$ cat src/rtl/rep_pol_lfu_if.sv
// Request/response bundle between a cache tag pipeline and the LFU replacement engine.
interface rep_pol_lfu_if #(
  parameter int unsigned WAYS = 4,
  parameter int unsigned SETS = 16
);
  localparam int unsigned WAY_W = $clog2(WAYS);
  localparam int unsigned SET_W = $clog2(SETS);

  logic             req_valid;
  logic             req_ready;
  logic             req_op;
  logic [SET_W-1:0] req_set;
  logic [WAY_W-1:0] req_way;
  logic             rsp_valid;
  logic [SET_W-1:0] rsp_set;
  logic [WAY_W-1:0] rsp_way;
  logic             age_busy;

  modport master (
    output req_valid, req_op, req_set, req_way,
    input  req_ready, rsp_valid, rsp_set, rsp_way, age_busy
  );

  modport slave (
    input  req_valid, req_op, req_set, req_way,
    output req_ready, rsp_valid, rsp_set, rsp_way, age_busy
  );
endinterface

$ cat src/rtl/rep_pol_lfu.sv
// LFU replacement engine: saturating per-way access counters, lowest-count victim
// selection, and a one-set-per-cycle halving sweep triggered by counter saturation.
module rep_pol_lfu #(
  parameter int unsigned WAYS  = 4,
  parameter int unsigned SETS  = 16,
  parameter int unsigned CNT_W = 8
) (
  input logic           clk,
  input logic           rst_n,
  rep_pol_lfu_if.slave  bus
);
  localparam int unsigned WAY_W = $clog2(WAYS);
  localparam int unsigned SET_W = $clog2(SETS);

  typedef logic [CNT_W-1:0] cnt_t;
  localparam cnt_t CNT_MAX = '1;

  typedef enum logic {IDLE, AGE} state_t;

  state_t           state_q, state_d;
  cnt_t             cnt_q [SETS][WAYS];
  logic             age_pend_q;
  logic [SET_W-1:0] idx_q;
  logic             rsp_valid_q;
  logic [SET_W-1:0] rsp_set_q;
  logic [WAY_W-1:0] rsp_way_q;

  logic             accept;
  logic             hit_acc;
  logic             qry_acc;
  logic             sat_hit;
  cnt_t             hit_cur;
  logic [WAY_W-1:0] victim;

  assign bus.req_ready = (state_q == IDLE);
  assign bus.age_busy  = (state_q == AGE);
  assign bus.rsp_valid = rsp_valid_q;
  assign bus.rsp_set   = rsp_set_q;
  assign bus.rsp_way   = rsp_way_q;

  assign accept  = bus.req_valid && (state_q == IDLE);
  assign hit_acc = accept && !bus.req_op;
  assign qry_acc = accept &&  bus.req_op;
  assign hit_cur = cnt_q[bus.req_set][bus.req_way];
  // Saturates when the post-increment value is CNT_MAX, including already-full counters.
  assign sat_hit = hit_acc && (hit_cur >= (CNT_MAX - cnt_t'(1)));

  // Balanced min-tree: the left (lower-index) operand is kept unless the right is strictly smaller.
  always_comb begin
    cnt_t             tv [WAYS];
    logic [WAY_W-1:0] ti [WAYS];
    for (int unsigned w = 0; w < WAYS; w++) begin
      tv[w] = cnt_q[bus.req_set][w];
      ti[w] = WAY_W'(w);
    end
    for (int unsigned lv = 0; lv < WAY_W; lv++) begin
      for (int unsigned i = 0; i < WAYS; i += (32'd2 << lv)) begin
        if (tv[i + (32'd1 << lv)] < tv[i]) begin
          tv[i] = tv[i + (32'd1 << lv)];
          ti[i] = ti[i + (32'd1 << lv)];
        end
      end
    end
    victim = ti[0];
  end

  always_comb begin
    state_d = state_q;
    case (state_q)
      IDLE: if (sat_hit || age_pend_q) state_d = AGE;
      AGE:  if (idx_q == SET_W'(SETS - 1)) state_d = IDLE;
      default: state_d = IDLE;
    endcase
  end

  always_ff @(posedge clk or negedge rst_n) begin
    if (!rst_n) begin
      state_q    <= IDLE;
      age_pend_q <= 1'b0;
      idx_q      <= '0;
    end else begin
      state_q    <= state_d;
      age_pend_q <= (state_q == AGE) ? 1'b0 : sat_hit;
      if (state_q == AGE)
        idx_q <= (idx_q == SET_W'(SETS - 1)) ? '0 : idx_q + 1'b1;
    end
  end

  always_ff @(posedge clk or negedge rst_n) begin
    if (!rst_n) begin
      rsp_valid_q <= 1'b0;
      rsp_set_q   <= '0;
      rsp_way_q   <= '0;
    end else begin
      rsp_valid_q <= qry_acc;
      if (qry_acc) begin
        rsp_set_q <= bus.req_set;
        rsp_way_q <= victim;
      end
    end
  end

  // Requests are only accepted in IDLE, so the sweep never races a hit or victim write.
  always_ff @(posedge clk or negedge rst_n) begin
    if (!rst_n) begin
      for (int unsigned s = 0; s < SETS; s++)
        for (int unsigned w = 0; w < WAYS; w++)
          cnt_q[s][w] <= '0;
    end else if (state_q == AGE) begin
      for (int unsigned w = 0; w < WAYS; w++)
        cnt_q[idx_q][w] <= cnt_q[idx_q][w] >> 1;
    end else if (hit_acc) begin
      cnt_q[bus.req_set][bus.req_way] <= sat_hit ? CNT_MAX : hit_cur + cnt_t'(1);
    end else if (qry_acc) begin
      cnt_q[bus.req_set][victim] <= cnt_t'(1);
    end
  end
endmodule

$ cat src/flat_wrapper.sv
// flat-port wrapper written by rule: the top's interface ports become plain ports
module rep_pol_lfu_flat 
#(
  parameter int unsigned WAYS  = 4,
  parameter int unsigned SETS  = 16,
  parameter int unsigned CNT_W = 8
)
  (clk, rst_n, bus_req_valid, bus_req_op, bus_req_set, bus_req_way, bus_req_ready, bus_rsp_valid, bus_rsp_set, bus_rsp_way, bus_age_busy);
  rep_pol_lfu_if #(.WAYS(WAYS), .SETS(SETS)) bus_i ();
  input logic clk;
  input logic rst_n;
  input wire logic [$bits(bus_i.req_valid)-1:0] bus_req_valid;
  input wire logic [$bits(bus_i.req_op)-1:0] bus_req_op;
  input wire logic [$bits(bus_i.req_set)-1:0] bus_req_set;
  input wire logic [$bits(bus_i.req_way)-1:0] bus_req_way;
  output wire logic [$bits(bus_i.req_ready)-1:0] bus_req_ready;
  output wire logic [$bits(bus_i.rsp_valid)-1:0] bus_rsp_valid;
  output wire logic [$bits(bus_i.rsp_set)-1:0] bus_rsp_set;
  output wire logic [$bits(bus_i.rsp_way)-1:0] bus_rsp_way;
  output wire logic [$bits(bus_i.age_busy)-1:0] bus_age_busy;
  assign bus_i.req_valid = bus_req_valid;
  assign bus_i.req_op = bus_req_op;
  assign bus_i.req_set = bus_req_set;
  assign bus_i.req_way = bus_req_way;
  assign bus_req_ready = bus_i.req_ready;
  assign bus_rsp_valid = bus_i.rsp_valid;
  assign bus_rsp_set = bus_i.rsp_set;
  assign bus_rsp_way = bus_i.rsp_way;
  assign bus_age_busy = bus_i.age_busy;
  rep_pol_lfu #(.WAYS(WAYS), .SETS(SETS), .CNT_W(CNT_W)) u_core (.clk(clk), .rst_n(rst_n), .bus(bus_i));
endmodule
$ cat config.mk
export PLATFORM = sky130hd
export DESIGN_NAME = rep_pol_lfu_flat
export DESIGN_NICKNAME = d
export VERILOG_FILES = /design/src/rtl/rep_pol_lfu_if.sv /design/src/rtl/rep_pol_lfu.sv /design/src/flat_wrapper.sv
export SDC_FILE = /design/constraint.sdc
export NUM_CORES = 2
export LEC_CHECK = 0
export CORE_MARGIN = 10
export CORE_UTILIZATION = 35
export DETAILED_ROUTE_END_ITERATION = 10
export SETUP_SLACK_MARGIN = 0.05
export SLEW_MARGIN = 15
export SYNTH_ARGS = -nofsm -noshare
export SYNTH_HDL_FRONTEND = slang
export SYNTH_SLANG_ARGS = --single-unit
$ cat constraint.sdc
create_clock -name clk -period 8.1 [get_ports clk]
set_input_delay 1.62 -clock clk [delete_from_list [all_inputs] [get_ports clk]]
set_output_delay 1.62 -clock clk [all_outputs]
set_load 0.01 [all_outputs]
Word-level counts from Yosys, hierarchy flattened --
Index checks and enable logic that the tools add are counted.
Cells by class: add/subtract/negate cells 2, multipliers 0, divide/modulo/power cells 0, $lt $le $gt $ge 12, eq/ne operators 1, shift-type cells 0, muxes and demuxes 44, bitwise gates (word level) 8, reduce and logical (&&, ||, !) cells 11
Operators with widths (count):
- bitwise mux 512 bit | 5
- 2-to-1 mux 512 bit | 3
- demux 32 bit (select 4 bit) | 6
- AND 448 bit | 1
- NOT 448 bit | 1
- binary-select mux 32 bit (select 4 bit) | 2
- 2-to-1 mux 32 bit | 7
- 2-to-1 mux 8 bit | 8
- OR 64 bit | 1
- demux 8 bit (select 2 bit) | 2
- < comparator 8 bit | 3
- 2-to-1 mux 24 bit | 1
- binary-select mux 8 bit (select 2 bit) | 1
- 2-to-1 mux 16 bit | 1
- greater-or-equal comparator 5 bit (second input constant) | 2
- < comparator 5 x 1 -> 1 bit (second input constant) | 2
- NOT 4 -> 5 bit | 2
- adder 8 x 1 -> 8 bit (second input constant) | 1
- greater-or-equal comparator 8 bit (second input constant) | 1
- logical AND 1 bit | 8
- greater-or-equal comparator 3 bit (second input constant) | 2
- < comparator 3 x 1 -> 1 bit (second input constant) | 2
- NOT 2 -> 3 bit | 2
- 2-to-1 mux 1 bit | 5
- 9 further kinds | 9
Word-level totals: bits in registers 525, bits in latches 0, memory bits (writable) 0, bits in read-only memories 0, memories 0

Logic depth before layout (Yosys ltp) --
depth after elaboration 20, depth in mapped cells 33, depth with buffers taken out 21

Least setup slack after synthesis --
OpenSTA, ideal clock, no wires.
path type input to register, start point in bus_req_set[0], end point reg u_core.cnt_q[393] (netlist bit), library setup time 0.126 ns, arrival 7.893 ns, setup slack 0.081 ns, cell stages on the path 30, buffers on the path 11, cells stage by stage buf_6 buf_6 buf_8 buf_12 buf_6 buf_6 buf_2 mux2i_1 nand2_1 and3_1 o21ai_0 ha_1 and4_1 a221o_1 nor2_1 buf_2 buf_1 clkbuf_1 nand2_1 o21a_1 ha_1 a21o_1 a21o_1 a21oi_1 o211ai_1 o41a_1 clkbuf_1 nor3_1 o21ai_1 a221o_1
On the way: cells in the longest elaborated chain, start to end 20
Ends and longest elaborated chain:
- from (decl) | line flat_wrapper.sv:14 | input wire logic [$bits(bus_i.req_set)-1:0] bus_req_set;
- NOT 4 -> 5 bit (*)
- binary-select mux 32 bit (select 4 bit) | line rep_pol_lfu.sv:44, rep_pol_lfu.sv:53
- 2-to-1 mux 32 bit (implied by the code) (2 in series) | line rep_pol_lfu.sv:53 | tv[w] = cnt_q[bus.req_set][w];
- < comparator 8 bit | line rep_pol_lfu.sv:58 | if (tv[i + (32'd1 << lv)] < tv[i]) begin
- 2-to-1 mux 8 bit | line rep_pol_lfu.sv:58
- < comparator 8 bit | line rep_pol_lfu.sv:58
- 2-to-1 mux 2 bit | line rep_pol_lfu.sv:58
- NOT 2 -> 3 bit (implied by the code) | line rep_pol_lfu.sv:115 | cnt_q[bus.req_set][victim] <= cnt_t'(1);
- [... 3 more ...]
- demux 8 bit (select 2 bit) | line rep_pol_lfu.sv:115
- 2-to-1 mux 32 bit (implied by the code) | line rep_pol_lfu.sv:115
- demux 32 bit (select 4 bit) | line rep_pol_lfu.sv:115
- NOT 448 bit (no source line)
- AND 448 bit (no source line)
- 2-to-1 mux 512 bit | line rep_pol_lfu.sv:114 | end else if (qry_acc) begin
- 2-to-1 mux 512 bit (*) | line rep_pol_lfu.sv:112 | end else if (hit_acc) begin
- 2-to-1 mux 512 bit (*) | line rep_pol_lfu.sv:109 | end else if (state_q == AGE) begin
- to (signal, indexed assignment) | line rep_pol_lfu.sv:111 | cnt_q[idx_q][w] <= cnt_q[idx_q][w] >> 1;
- to (signal, indexed assignment) | line rep_pol_lfu.sv:113 | cnt_q[bus.req_set][bus.req_way] <= sat_hit ? CNT_MAX : hit_cur + cnt_t'(1);
- to (signal, indexed assignment) | line rep_pol_lfu.sv:115
- to (decl) | line rep_pol_lfu.sv:21 | cnt_t cnt_q [SETS][WAYS];
Every way passes the cells marked *; elsewhere a longest branch is shown, timed or not. The select of a mux whose other input is x is not followed. A chain may end at the register's enable or synchronous reset.

Worst setup path in the final report --
start point in bus_req_set[2], end point reg u_core.cnt_q[98] (netlist bit)
Same word-level chain as after synthesis.

==> results summary <==
The number of port buffers is 18. The combined area of all synthesized cells is between 30,000 and 40,000 um^2. The number of nets with antenna violations after detailed routing is 0. The first-pass GRT wire length came out at 212,000 um.

The placeable core region came out at between 90,000 and 100,000 um^2. STA puts the critical path data arrival time at between 7 and 8 ns. The number of cells on the worst reg-to-reg path is 20. The count of pins over their slew limit is 0. The post-synthesis async set-or-reset flop share is 100%. The sort of element at the end of the critical path is a register. The area added between synthesis and finish came out at 10.6%. The part of the Yosys area used for sequential elements came out at between 30% and 40%. STA classifies the critical path startpoint as an input port. Summed over all instances, the cell type with the most area after synthesis is dfrtp_1. The reg-to-reg setup timing slack is between 2 and 2.5 ns.

The half-perimeter wire length after detailed placement came out at roughly 99,000 um. At the placement stage, the worst setup path has a slack of 0.215 ns. The number of clock buffers added by TritonCTS is 59. The reported leakage power came out at 14.9 nW.

The number of buffers added to fix hold violations after cts is 0. The clock tree buffer depth came out at 3. The length of routed wiring on met1 is 57,700 um. In this run the mean area of a mapped cell was 10.5 um^2. The initial antenna violation count is 3.

The final cycle utilization of the critical path is 92.1%. Entering global routing, the biggest net connects 157 pins. The top fanout value on the critical path came out at 25. The class of the worst hold path is register to register.

The most prevalent standard cell on the critical path is a21o_1. The routed layout has a little over 30,000 vias. The I/O pin total is 19. Synthesis inferred roughly 530 register bits. After clock tree synthesis, the clock-pin slew on the worst setup and hold paths is approximately 0.060 ns.

Tracing the worst setup path back leads to its startpoint at bus_req_set[2]. The remaining design rule violation count is 0. Sorting the synthesized cells by area gives the leading types as dfrtp_1 (39%), mux4_2 (15%), a221o_1 (12%), nor2_1 (6.5%), nand2_1 (3.0%).

The height of the die is approximately 330 um. On the final layout, the worst clock skew is between 0.02 and 0.03 ns. The clock net in this run drives a total of about 530 sinks. The die extent in x is 331 um. At the end of the flow, the number of nets in the layout was approximately 3,200. The final instance count without filler cells came out at 4,462. In the final layout, the share of cells above drive strength 1 is about 18%. The gate count of the mapped netlist is around 3,200. The most used flip-flop cell after synthesis is dfrtp_1. The pin slew with the least headroom to its limit is about 1.3 ns. After detailed routing, the met3 layer carries 16,300 um of wire. The cell with the most instances after synthesis is nor2_1. The capture instance of the worst register-to-register path is u_core.cnt_q[98]. Data on the critical path is required at its endpoint by approximately 8.6 ns. The tree is rooted in a clkbuf_16.

The routed length on met2 came out at about 63,000 um. VDD sags by at most about 240 uV. The average via count per standard cell is around 7.

Walking the worst path, the cells encountered are clkdlybuf4s50_1, and2_1, buf_4, a22oi_1, nand2_1, ha_1, a21o_1, a21o_1, a221o_1, nor2_2, buf_4, nand2_1, o21a_1, ha_1, a21o_1, a21oi_1, o211ai_1, o41a_2, buf_12, nor3_1, o21ai_0, a221o_1. The number of max-cap violations is 0. The number of iterations in the first detailed-routing pass is 7. The shortest clock period the worst path allows after layout came out at between 7 and 8 ns. For this configuration, the core starts out at a cell density of 35.4%. Global routing used between 20 and 30% of the available tracks across all layers.

The highest clock rate is between 100 and 150 MHz. The number of cells upsized or downsized after cts is 0. The slowest stage of the critical path is the clkdlybuf4s50_1 cell. The count of flip-flops with a built-in enable after synthesis is 0. The layout has approximately 9,200 filler cells. The number of placement rows came out at around 110. The level count of the clock H-tree is 2. The via count of the first global-routing pass is 29,465. After detailed routing, no signal wire sits above met5. The share of the synthesized area in the top cell type is between 30% and 40%. The total negative setup slack is 0 ns. When the netlist entered floorplanning its net count stood at around 3,200. The cell area power density came out at around 220 nW/um^2. The hold slack came out at approximately 0.49 ns. The final setup violation count came out at 0.

Once layout is complete, the utilization of the core stands at between 30% and 40%. Routability-driven placement finished with a final weighted congestion of 1.04. The run finished with clean final reports. The detailed-route wire length per cell came out at about 33 um.

Sorting the synthesized cells by how often they occur yields nor2_1 (588), dfrtp_1 (525), a221o_1 (393), nand2_1 (267), mux4_2 (224). After detailed placement, the design holds a cell count of 4,353. TritonCTS built the clock tree. The kind of critical path is input port to register. The number of setup buffers added after CTS is 0. The relative max-transition margin came out at 11.4%. The area of the die came out at around 110,000 um^2. The overall overflow remaining after global route came out at 0. The total number of yosys warnings is 0. The delay contributed by the slowest stage of the critical path came out at 0.71 ns. The clock insertion delay at the later pin of the skew report is roughly 0.65 ns. The first-iteration detailed-routing DRC count came out at between 4,000 and 5,000.

The routed design has roughly 150,000 um of wire. Setup repair after global routing left no endpoint under its margin. The number of different library cells in the post-synthesis netlist came out at between 70 and 80. The final hold violation count came out at 0. In this run the worst setup path terminates at u_core.cnt_q[98]. The reg-to-reg startpoint is u_core.cnt_q[149]. The final worst setup slack is ~0.64 ns.
final cells by class:
class | instances | area (um^2) | area share, %
well taps | 1265 | 1580 | 4.24
diodes | 1 | 2.50 | 0.00670
inverters | 12 | 45.0 | 0.121
clock inverters | 25 | 238 | 0.636
multi-input cells | 2374 | 19000 | 50.9
repair buffers | 177 | 1600 | 4.28
clock buffers | 83 | 1730 | 4.63
flip-flops and latches | 525 | 13200 | 35.2
how the worst min path moves through the flow:
stage	startpoint	endpoint	slack (ns)	cells past startpoint
final	u_core.bus.rsp_set[2]	u_core.bus.rsp_set[2]	0.49	2
after global routing	u_core.cnt_q[360]	u_core.cnt_q[360]	0.51	2
after CTS	u_core.bus.rsp_set[2]	u_core.bus.rsp_set[2]	0.49	2
after detailed placement	u_core.bus.rsp_set[0]	u_core.bus.rsp_set[0]	0.47	2
after global placement	u_core.bus.rsp_set[1]	u_core.bus.rsp_set[1]	0.46	2
after floorplan	u_core.cnt_q[40]	u_core.cnt_q[40]	0.45	2
kinds of logic after synthesis:
| kind of cell | Yosys count | synth area share [%] |
|---|---|---|
| xor gates and xnor gates | 4 | 0.104 |
| adders and majority gates | 27 | 1.00 |
| muxes | 321 | 18.4 |
| buffers and inverters | 313 | 5.23 |
| DFF | 525 | 38.9 |
| and+or+nand+nor | 1068 | 13.4 |
| AOI/OAI and AO/OA | 954 | 23.0 |
placed cells by master, fill, tap and decap left out, types with 26 or more instances in the layout:
master and instances:
o21ai_1 53, clkbuf_16 61, mux2i_1 55, nand2b_1 28
ha_1 27, o21ai_0 83, a221o_1 393, a22o_1 51
dfrtp_1 520, mux2_2 33, o221ai_1 41, mux4_2 224
nand2_1 266, o31ai_1 60, buf_4 142, a21oi_1 89
nand3_1 36, nor2_1 585, a22oi_1 36, a31oi_1 26
nor3_1 60
routing by layer:
metal / GRT usage [%] / vias to the layer above
met5: 0 / -
met4: 12.2 / 4
met3: 5.93 / 417
met2: 38.7 / 2223
met1: 35.3 / 15734
li1: - / 12475
report_power, final:
| part | switching (mW) | internal, mW | leakage (nW) |
|---|---|---|---|
| registers | 0.199 | 2.85 | 7.10 |
| clock network | 1.19 | 1.61 | 0.981 |
| logic | 1.57 | 0.846 | 6.83 |
| total | 2.97 | 5.30 | 14.9 |
worst max-delay path: cells and delay by family:
kind / cells / cell delay (ns)
fa+ha+maj: 2 / 0.63
compound gates: 11 / 3.25
simple gates: 5 / 1.01
buf+inv: 4 / 1.38
sequential cells by signal (all words and copies together) (netlist names):
| signal | count |
|---|---|
| u_core.cnt_q | 512 |
| u_core.bus.rsp_set | 4 |
| u_core.idx_q | 4 |
| u_core.bus.rsp_way | 2 |
| u_core.age_pend_q | 1 |
| u_core.bus.age_busy | 1 |
| u_core.bus.rsp_valid | 1 |
stage by stage:
stage	total power [mW]	cell area, um^2
after floorplan	4.40	33800
after global placement	5.40	35400
after detailed placement	5.42	35400
after CTS	8.20	37300
after global routing	8.49	37300
final	8.27	37400
Power figures use the tool's default switching activity.
